$ cat config.mk
export PLATFORM = sky130hd
export DESIGN_NAME = cache_fill_fsm
export DESIGN_NICKNAME = d
export VERILOG_FILES = /design/src/rtl/cache_fill_fsm.sv
export SDC_FILE = /design/constraint.sdc
export NUM_CORES = 1
export LEC_CHECK = 0
export CAP_MARGIN = 0
export CELL_PAD_IN_SITES_DETAIL_PLACEMENT = 0
export CELL_PAD_IN_SITES_GLOBAL_PLACEMENT = 2
export CORE_UTILIZATION = 31
export DETAILED_ROUTE_END_ITERATION = 16
export PLACE_DENSITY = 0.93
export SLEW_MARGIN = 20
export SYNTH_ARGS = -nofsm -noshare
export SYNTH_HDL_FRONTEND = slang
export SYNTH_SLANG_ARGS = --single-unit
$ cat constraint.sdc
create_clock -name clk -period 4.27 [get_ports clk]
set_input_delay 0.427 -clock clk [delete_from_list [all_inputs] [get_ports clk]]
set_output_delay 0.427 -clock clk [all_outputs]
set_load 0.1 [all_outputs]
$ cat src/rtl/cache_fill_fsm.sv
// Cache miss-fill controller: waits for the shared-memory grant, issues one block
// of back-to-back word reads, and steers the returned words into the data array.
module cache_fill_fsm #(
    parameter int unsigned BLOCK_WORDS = 8,
    parameter int unsigned ADDR_W      = 16
) (
    input  logic                           clk,
    input  logic                           rst,
    input  logic                           miss_detected,
    input  logic [ADDR_W-1:0]              miss_address,
    input  logic                           grant,
    input  logic                           memory_data_valid,
    output logic                           fsm_busy,
    output logic                           memory_enable,
    output logic [ADDR_W-1:0]              memory_address,
    output logic                           write_data_array,
    output logic [$clog2(BLOCK_WORDS)-1:0] fill_word_index,
    output logic                           write_tag_array
);

    localparam int unsigned IDX_W = $clog2(BLOCK_WORDS);
    localparam int unsigned CNT_W = IDX_W + 1;
    localparam int unsigned OFF_W = IDX_W + 1;

    localparam logic [CNT_W-1:0] CNT_FULL = CNT_W'(BLOCK_WORDS);
    localparam logic [CNT_W-1:0] CNT_LAST = CNT_W'(BLOCK_WORDS - 1);

    typedef enum logic [1:0] {
        ST_IDLE = 2'd0,
        ST_WAIT = 2'd1,
        ST_FILL = 2'd2
    } state_t;

    state_t              state;
    logic [ADDR_W-1:0]   base;
    logic [ADDR_W-1:0]   last_addr;
    logic [CNT_W-1:0]    issue_cnt;
    logic [CNT_W-1:0]    ret_cnt;

    logic                issuing;
    logic                ret_valid;
    logic                last_ret;
    logic [ADDR_W-1:0]   issue_addr;

    // Issue and return sides run independently inside FILL.
    always_comb begin
        issuing    = (state == ST_FILL) && (issue_cnt < CNT_FULL);
        ret_valid  = (state == ST_FILL) && memory_data_valid;
        last_ret   = ret_valid && (ret_cnt == CNT_LAST);
        issue_addr = base + ADDR_W'({issue_cnt, 1'b0});
    end

    // Busy rises in the miss cycle itself so the pipeline stalls without a bubble.
    always_comb begin
        fsm_busy         = (state != ST_IDLE) || miss_detected;
        memory_enable    = issuing;
        memory_address   = issuing ? issue_addr : last_addr;
        write_data_array = ret_valid;
        fill_word_index  = ret_cnt[IDX_W-1:0];
        write_tag_array  = last_ret;
    end

    always_ff @(posedge clk) begin
        if (rst) begin
            state     <= ST_IDLE;
            base      <= '0;
            last_addr <= '0;
            issue_cnt <= '0;
            ret_cnt   <= '0;
        end else begin
            case (state)
                ST_IDLE: begin
                    if (miss_detected) begin
                        state     <= grant ? ST_FILL : ST_WAIT;
                        base      <= {miss_address[ADDR_W-1:OFF_W], OFF_W'(0)};
                        issue_cnt <= '0;
                        ret_cnt   <= '0;
                    end
                end
                ST_WAIT: begin
                    // A withdrawn miss never touches memory.
                    if (!miss_detected) begin
                        state <= ST_IDLE;
                    end else if (grant) begin
                        state <= ST_FILL;
                    end
                end
                ST_FILL: begin
                    if (issuing) begin
                        issue_cnt <= issue_cnt + CNT_W'(1);
                        last_addr <= issue_addr;
                    end
                    if (ret_valid) begin
                        ret_cnt <= ret_cnt + CNT_W'(1);
                    end
                    if (last_ret) begin
                        state <= ST_IDLE;
                    end
                end
                default: state <= ST_IDLE;
            endcase
        end
    end

endmodule

==> run metrics, run 1 <==
hold_buf cts=0; status=finished clean; Final period util=0.7712; CTS Sinks=38; DR WL met2=between 1500 and 2000 um; Placeable Area=roughly 0.0055 mm^2; worst min path class=reg2reg; crit-path most repeated cell=ha_1; Net Sw Frac=0.3561; MaxCap Viol Count=0; Ys Warns=0; vias in the first global route=1367; post-DP HPWL=about 2400 um; Leak=between 0.8 and 0.9 nW; Final #Nets=about 260; Reg clk slew, reported paths=about 70 ps; Gate Count Post-Synth=200; vias=between 1000 and 1500; CTS tree=yes; #FFs+latches synth=38; Pwr Density=371.7 mW/mm^2; clock tree buffer depth=2; slew margin rel.=0.3519; Metal-1 WL=roughly 1600 um; fmax=approximately 0.3 GHz; Final Hold Fails=0; drt first pass iters=4; part of the power in registers=0.456; WL met3=172 um; die extent in x=between 70 and 80 um; max incr delay on CP=between 1000 and 1500 ps; PortBufs=39; top sig layer=met4; worst IR drop on VDD=around 190 uV; Crit Path Category=reg2out; Net Sw Power=roughly 0.3 mW; Root Driver=clkbuf_8; initial antenna violation count=0; row count=27; synthesized cell area=between 0.0015 and 0.002 mm^2; Req. time, crit path=roughly 3800 ps; Num CTS Buffers=5; RSZ-0062 raised after global routing=no; routability cong.=0.6676; CP max FO=4; sequential area share after synthesis=0.4267; Total GRT Usage=0.1283; clock skew=between 5 and 6 ps; htree depth=2; fin util=0.4110; crit start category=register; setup tns final=0 ps; Crit. End Element=output pin; Post-CTS Setup Inserts=0; Slew Viols, Final=0; I/O pin count=44; Mapped Nets=225; Total Power=around 0.85 mW; number of remaining DRC errors=0; worst skew pair latency=290 ps; Min Hold Slack=469.4 ps; Comb power frac=0.268; DRT Wirelength=~3400 um; Synth cell types=35; critical path buffer and inverter count=1; Worst-Margin Slew=969.1 ps; critical path's top delay family=buffers and inverters; wire length per cell=approximately 11 um; Initial Util=0.3218; chip height=77.84 um; DRT antenna net count=0; Finish-stage setup viols=0; r2r setup slk=2540 ps; Layout area overhead=27.72%; Arr. time, crit path=2870 ps; Int Power=0.5450 mW; slowest stage cell on the critical path=clkdlybuf4s50_1; global route overflow=0; largest net degree at the start of global routing=39; DR vias/cell=between 4 and 5; post_cts resized=0; Die Area=roughly 0.006 mm^2; Tmin final=around 3300 ps; ANT cells=0; first-pass GRT wire length=6037 um; DR iter-0 viols=39; Clk pwr share=0.275; slack of the critical path=between 900 and 1000 ps; crit-path cells=ha_1 -> ha_1 -> nand3_2 -> xnor2_1 -> a21oi_1 -> clkdlybuf4s50_1; fraction of layout cells with a size suffix above 1=0.1330; Place WS=between 1000 and 1500 ps; Mapped Avg Cell Area=roughly 9 um^2
==> synthesized netlist by cell type <==
| master | n | area share |
|---|---|---|
| nor3b_1 | 1 | 0.0042 |
| inv_1 | 6 | 0.013 |
| or3_1 | 1 | 0.0035 |
| nor3_2 | 2 | 0.011 |
| nand4_1 | 2 | 0.0070 |
| nor3_1 | 5 | 0.014 |
| buf_6 | 1 | 0.0063 |
| nand3_1 | 2 | 0.0056 |
| or2_2 | 1 | 0.0035 |
| and3b_1 | 1 | 0.0049 |
| dfxtp_1 | 38 | 0.43 |
| nor2_1 | 20 | 0.042 |
| a211oi_1 | 6 | 0.025 |
| nor2b_1 | 10 | 0.035 |
| a22oi_1 | 2 | 0.0084 |
| nand3_4 | 1 | 0.0098 |
| a41oi_1 | 1 | 0.0049 |
| xnor2_1 | 11 | 0.054 |
| nand2_1 | 28 | 0.059 |
| a21o_1 | 1 | 0.0042 |
| nand2b_1 | 2 | 0.0070 |
| nand4_4 | 1 | 0.012 |
| mux2i_1 | 2 | 0.011 |
| a21oi_2 | 1 | 0.0049 |
| nor3b_2 | 2 | 0.014 |
| clkbuf_1 | 5 | 0.011 |
| nor4_4 | 1 | 0.012 |
| ha_1 | 4 | 0.028 |
| mux2_2 | 5 | 0.032 |
| a21oi_1 | 23 | 0.065 |
| buf_4 | 5 | 0.021 |
| nand3_2 | 1 | 0.0056 |
| xor2_1 | 2 | 0.0098 |
| a211oi_2 | 2 | 0.014 |
| buf_2 | 4 | 0.011 |
==> cells in the final DEF, fill, tap and decap left out <==
cell / Yosys / routed
nand3_1: 2 / 2
nor4_4: 1 / 1
nor3b_4: 0 / 2
clkinv_2: 0 / 2
mux2_2: 5 / 5
a21o_1: 1 / 1
nand2b_1: 2 / 2
nand3_4: 1 / 1
or3_1: 1 / 1
clkdlybuf4s50_1: 0 / 35
a21oi_2: 1 / 1
and3b_1: 1 / 1
ha_1: 4 / 4
a211oi_2: 2 / 2
nand4_1: 2 / 2
a22oi_1: 2 / 2
a211oi_1: 6 / 6
a41oi_1: 1 / 1
nand4_4: 1 / 1
nor3b_2: 2 / 1
xnor2_1: 11 / 11
xor2_1: 2 / 2
a21oi_1: 23 / 23
or2_2: 1 / 1
nand3_2: 1 / 1
inv_1: 6 / 6
mux2i_1: 2 / 2
clkbuf_8: 0 / 5
nor2b_1: 10 / 10
dfxtp_1: 38 / 38
nand2_1: 28 / 28
nor3_1: 5 / 5
nor2_1: 20 / 20
nor3_2: 2 / 2
buf_4: 5 / 6
==> logic make-up (layout without fill, tap and decap cells) <==
logic type | count (synthesis) | after routing | synth area share
xor gates and xnor gates | 13 | 13 | 0.06386
and+or+nand+nor | 81 | 81 | 0.2505
adders and majority gates | 4 | 4 | 0.02807
AOI/OAI and AO/OA | 36 | 36 | 0.1263
muxes | 7 | 7 | 0.04281
buffers and inverters | 21 | 54 | 0.06176
DFF | 38 | 38 | 0.4267
==> power by group through the flow <==
stage / sequential (mW) / clock, mW / combinational, mW
global placement: 0.394 / 0 / 0.227
floorplan: 0.390 / 0 / 0.179
global route: 0.389 / 0.256 / 0.242
CTS: 0.386 / 0.246 / 0.229
detailed placement: 0.395 / 0 / 0.228
finish: 0.386 / 0.233 / 0.227
==> worst min-delay path, cell delays in order (launching register included) <==
cell and delay, ps:
dfxtp_1 320, nand2_1 50, a21oi_1 50
==> through the flow <==
| step | cells | area, um^2 |
|---|---|---|
| 2_1_floorplan | 200 | 1788 |
| 3_3_place_gp | 298 | 2192 |
| 3_5_place_dp | 298 | 2192 |
| 4_1_cts | 305 | 2271 |
| 5_1_grt | 305 | 2277 |
| 6_report | 305 | 2277 |
==> cell type report <==
cell class	instances	area, um^2
Multi-Input combinational cell	141	929.6
Clock inverter	2	10.01
Inverter	6	22.52
Timing Repair Buffer	41	395.4
Sequential cell	38	760.7
Fill cell	587	3263
Clock buffer	5	68.82
Tap cell	72	90.09
==> per-layer routing <==
metal,vias up,global-route usage
li1,732,-
met1,619,0.1563
met2,28,0.2080
met3,6,0.03412
met4,0,0.06226
met5,-,0
==> registers in the layout (all words and copies together), names as in the netlist <==
name       count
ret_cnt        4
state          2
last_addr     16
issue_cnt      4
base          12
==> final timing paths <==
path | cells after the start | startpoint | to
worst min register to register | 2 | base[4] | base[4]
worst min-delay path | 2 | base[4] | base[4]
worst max-delay path | 6 | issue_cnt[3] | memory_address[8]
worst max register to register | 6 | issue_cnt[3] | last_addr[14]
Power figures use the tool's default switching activity.
==> inputs of run 2 (changes only) <==
--- a/config.mk
+++ b/config.mk
@@ -8,9 +8,9 @@
 export CAP_MARGIN = 0
 export CELL_PAD_IN_SITES_DETAIL_PLACEMENT = 0
 export CELL_PAD_IN_SITES_GLOBAL_PLACEMENT = 2
-export CORE_UTILIZATION = 31
+export CORE_UTILIZATION = 26
 export DETAILED_ROUTE_END_ITERATION = 16
-export PLACE_DENSITY = 0.93
+export PLACE_DENSITY = 0.84
 export SLEW_MARGIN = 20
 export SYNTH_ARGS = -nofsm -noshare
 export SYNTH_HDL_FRONTEND = slang
==> constraint.sdc (replaced) <==
create_clock -name clk -period 2.72 [get_ports clk]
set_input_delay 0.272 -clock clk [delete_from_list [all_inputs] [get_ports clk]]
set_output_delay 0.272 -clock clk [all_outputs]
set_load 0.1 [all_outputs]
==> run metrics, run 2 (same netlist as run 1, synthesis figures left out) <==
first-pass GRT wire length=approximately 6300 um; drt first pass iters=4; commonest non-fill, non-tap cell in the layout=dfxtp_1; vias=~1400; CTS Sinks=38; status=finished clean; row count=29; Placeable Area=around 0.0065 mm^2; Final period util=0.8864; top flop regs=last_addr: 16 flops, base: 12 flops; fraction of layout cells with a size suffix above 1=0.2340; Tmin final=2411 ps; wire length per cell=about 12 um; RSZ-0062 raised after global routing=no; clock tree buffer depth=2; Finish-stage setup viols=0; cell count after placement=between 300 and 400; crit-path cells=ha_1 -> ha_1 -> nand3_2 -> nor2_1 -> xnor2_1 -> a21oi_1 -> buf_12; Place WS=between 600 and 700 ps; Total GRT Usage=0.1125; crit start category=register; Final Hold Fails=0; htree depth=2; chip height=84.81 um; DR iter-0 viols=33; crit-path most repeated cell=ha_1; clock skew=between 4 and 5 ps; routability cong.=0.7101; Reg clk slew, reported paths=70 ps; fmax=0.4147 GHz; DRT antenna net count=0; worst IR drop on VDD=roughly 260 uV; Die Area=a little over 0.007 mm^2; slew margin rel.=0.6303; PortBufs=39; Crit Path Category=reg2out; vias in the first global route=~1400; Leak=between 0.9 and 1 nW; ANT cells=0; Final Non-Filler Cells=~310; largest net degree at the start of global routing=39; CTS tree=yes; global route overflow=0; Worst-Margin Slew=between 500 and 600 ps; Num CTS Buffers=5; post-DP HPWL=between 2000 and 3000 um; slowest stage cell on the critical path=dfxtp_1; worst skew pair latency=between 200 and 300 ps; worst min path class=reg2reg; Slew Viols, Final=0; Total Power=~1.6 mW; number of remaining DRC errors=0; max reg flops=16; Pwr Density=655.9 mW/mm^2; DR vias/cell=about 4.5; Biggest register=last_addr; post_cts resized=0; CP max FO=4; Final #Nets=roughly 260; Crit. End Element=output pin; Min Hold Slack=466.9 ps; commonest non-fill, non-tap cells in the layout=dfxtp_1, nand2_1, nor2_1, a21oi_1, clkdlybuf4s50_1; I/O pin count=44; hold_buf cts=0; die extent in x=approximately 85 um; fin util=0.3782; initial antenna violation count=0; Initial Util=0.2745; Post-CTS Setup Inserts=0; Arr. time, crit path=2140 ps; Root Driver=clkbuf_8; DRT Wirelength=3598 um; slack of the critical path=between 300 and 400 ps; Req. time, crit path=2450 ps; MaxCap Viol Count=0; max incr delay on CP=between 400 and 500 ps; Layout area overhead=37.75%
[run 2: through the flow]
| stage | TNS, ps | cell area (um^2) |
|---|---|---|
| floorplan | -1049 | 1807 |
| global placement | 0 | 2313 |
| detailed placement | 0 | 2313 |
| CTS | 0 | 2456 |
| global route | 0 | 2456 |
| finish | 0 | 2456 |
[run 2: area by class of cell]
class	count	area, um^2
inverters	6	22.52
clock buffers	6	82.58
repair buffers	42	493.0
multi-input cells	141	940.9
well taps	77	96.34
fillers	661	4039
flip-flops and latches	38	760.7
clock inverters	2	60.06
[run 2: final timing paths]
check | slack (ps) | endpoint | from | cells after the start
setup reg to reg | 1000 | last_addr[5] | state[1] | 4
hold reg to reg | 470 | base[15] | base[15] | 2
setup / recovery | 310 | memory_address[10] | issue_cnt[3] | 7
hold / removal | 470 | base[15] | base[15] | 2
[run 2: worst max-delay path: cells and delay by family, from the launching register on]
kind	cells	cell delay, ps
simple gates	2	320
compound gates	1	290
fa+ha+maj	2	500
flops	1	420
buf+inv	1	220
xor+xnor	1	90
[run 2: report_power, final]
group	leakage (nW)	switching, mW	internal, mW	total, mW
sequential	0.310	0.0230	0.583	0.606
clock	0.0714	0.203	0.391	0.594
combinational	0.538	0.269	0.141	0.411
total	0.919	0.496	1.12	1.61
[run 2: metal layers]
layer / share of wire / GRT usage / vias to the layer above
met5: 0 / 0 / -
met4: 0.022 / 0.06471 / 0
met3: 0.037 / 0.02724 / 7
met2: 0.46 / 0.1833 / 27
met1: 0.48 / 0.1361 / 621
li1: - / - / 737
==> inputs of run 3 (changes only) <==
--- a/config.mk
+++ b/config.mk
@@ -11,7 +11,6 @@
 export CORE_UTILIZATION = 26
 export DETAILED_ROUTE_END_ITERATION = 16
 export PLACE_DENSITY = 0.84
-export SLEW_MARGIN = 20
 export SYNTH_ARGS = -nofsm -noshare
 export SYNTH_HDL_FRONTEND = slang
 export SYNTH_SLANG_ARGS = --single-unit
==> constraint.sdc (replaced) <==
create_clock -name clk -period 2 [get_ports clk]
set_input_delay 0.2 -clock clk [delete_from_list [all_inputs] [get_ports clk]]
set_output_delay 0.2 -clock clk [all_outputs]
set_load 0.1 [all_outputs]
==> run metrics, run 3 (same netlist as run 1, synthesis figures left out) <==
status=finished with violations; failing checks=design-rule violations; crit-path cells=ha_4 -> nand4_4 -> nor4_4 -> xnor2_2 -> a21oi_4 -> buf_12; largest net degree at the start of global routing=39; slowest stage cell on the critical path=dfxtp_2; DRT Wirelength=3944 um; fraction of layout cells with a size suffix above 1=0.3546; global route overflow=0; crit start category=register; Req. time, crit path=about 1800 ps; worst hold stages=3; Placeable Area=about 0.0065 mm^2; slew margin rel.=0.7172; critical path buffer and inverter count=1; CP max FO=4; wire length per cell=around 12 um; Root Driver=clkbuf_8; Fillers=623; Num CTS Buffers=5; Layout area overhead=66.18%; r2r setup slk=between 400 and 500 ps; r2r startpoint=issue_cnt[3]; drt first pass iters=10; Leak=between 1 and 1.5 nW; commonest non-fill, non-tap cells in the layout=dfxtp_1, nand2_1, buf_12, nor2_1, clkdlybuf4s50_1; worst skew pair latency=290 ps; max incr delay on CP=around 360 ps; Die Area=0.007193 mm^2; post-DP HPWL=about 2600 um; Tmin final=around 2000 ps; chip height=between 80 and 90 um; worst hold start=miss_address[6]; fin util=0.4562; DR vias/cell=4.494; DRT antenna net count=0; Pwr Density=~800 mW/mm^2; I/O pin count=44; clock skew=about 6.2 ps; PortBufs=39; Total Power=~2.3 mW; vias in the first global route=1312; Crit Path Category=reg2out; Total GRT Usage=0.1164; R2R depth=6; critical path's top delay family=simple AND/OR/NAND/NOR gates; max reg flops=16; Slew Viols, Final=0; CTS tree=yes; hold path endpoint=base[6]; Finish-stage setup viols=0; Biggest register=last_addr; top flop regs=last_addr: 16 flops, base: 12 flops; Worst-Margin Slew=424.2 ps; first-pass GRT wire length=between 6000 and 7000 um; ANT cells=0; Placed Area=approximately 0.0026 mm^2; Final Hold Fails=0; routability cong.=0.7157; Reg clk slew, reported paths=80 ps; Worst Setup SP=issue_cnt[3]; worst IR drop on VDD=roughly 300 uV; fmax=0.5034 GHz; Crit. End Element=output pin; htree depth=2; RSZ-0062 raised after global routing=yes; number of remaining DRC errors=4; slack of the critical path=between 10 and 15 ps; Final #Nets=between 200 and 300; vias=around 1500; initial antenna violation count=0; final instance area=0.002963 mm^2; worst r2r dst=last_addr[3]; die extent in x=approximately 85 um; hold_buf cts=0; commonest non-fill, non-tap cell in the layout=dfxtp_1; MaxCap Viol Count=0; clock tree buffer depth=2; Initial Util=0.2745; Place WS=roughly 180 ps; Final period util=0.9933; row count=29; worst min path class=in2reg; Storage cell area=~770 um^2; CTS Sinks=38; Arr. time, crit path=~1800 ps; area of the multi-input gates=0.001127 mm^2; DR iter-0 viols=between 50 and 60
[run 3: cell count changes in the layout (fill, tap and decap cells not counted), sizes merged]
cell    before  now
buf         26   41
clkbuf       6    7
[run 3: metal layers]
layer  vias to the layer above  share of wire  GRT usage
li1                        774              -          -
met5                         -              0          0
met2                        28           0.45     0.1693
met1                       669           0.50     0.1611
met4                         0         0.0089    0.04622
met3                         3          0.043    0.03502
[run 3: worst reg2reg max path: stages, from the launching register on]
cell and delay [ps]:
dfxtp_2 340, buf_4 150, nor3b_4 170, buf_6 160
buf_12 130, mux2_4 320, nor2b_1 130
[run 3: worst max-delay path by stage]
stage                         endpoint  slack, ps  depth (start not counted)
floorplan              write_tag_array       -210                          5
global placement    memory_address[12]        200                          7
detailed placement  memory_address[14]        180                          7
CTS                 memory_address[12]        -20                          7
global route        memory_address[15]        -60                          6
finish              memory_address[15]         10                          6
[run 3: power breakdown]
part	internal (mW)	switching [mW]
Combinational	0.272	0.409
Clock	0.532	0.285
Sequential	0.793	0.0314
Total	1.60	0.726
[run 3: per-stage QoR]
step | setup TNS [ps] | cells | hold slack (ps)
after floorplan | -214.3 | 200 | 279.3
after global placement | 0 | 310 | 459.4
after detailed placement | 0 | 310 | 464.8
after CTS | -30.32 | 325 | 447.4
after global routing | -129.5 | 328 | 456.0
final | 0 | 328 | 444.5
[run 3: final cells by class]
cell class                 instances  area share
inverter                           6    0.007601
timing repair buffer              58      0.2728
multi-input combinational        141      0.3805
clock inverter                     2     0.02027
sequential                        38      0.2584
tap                               77     0.03252
clock buffer                       6     0.02787
[run 3: repair_timing]
item / 4_1_cts / 5_1_grt
setup buffers: 6 / 2
cloned: 1 / 1
endpoints found under the setup margin: 11 / 15
gates resized for setup: 12 / 10
pin swaps: 5 / 4
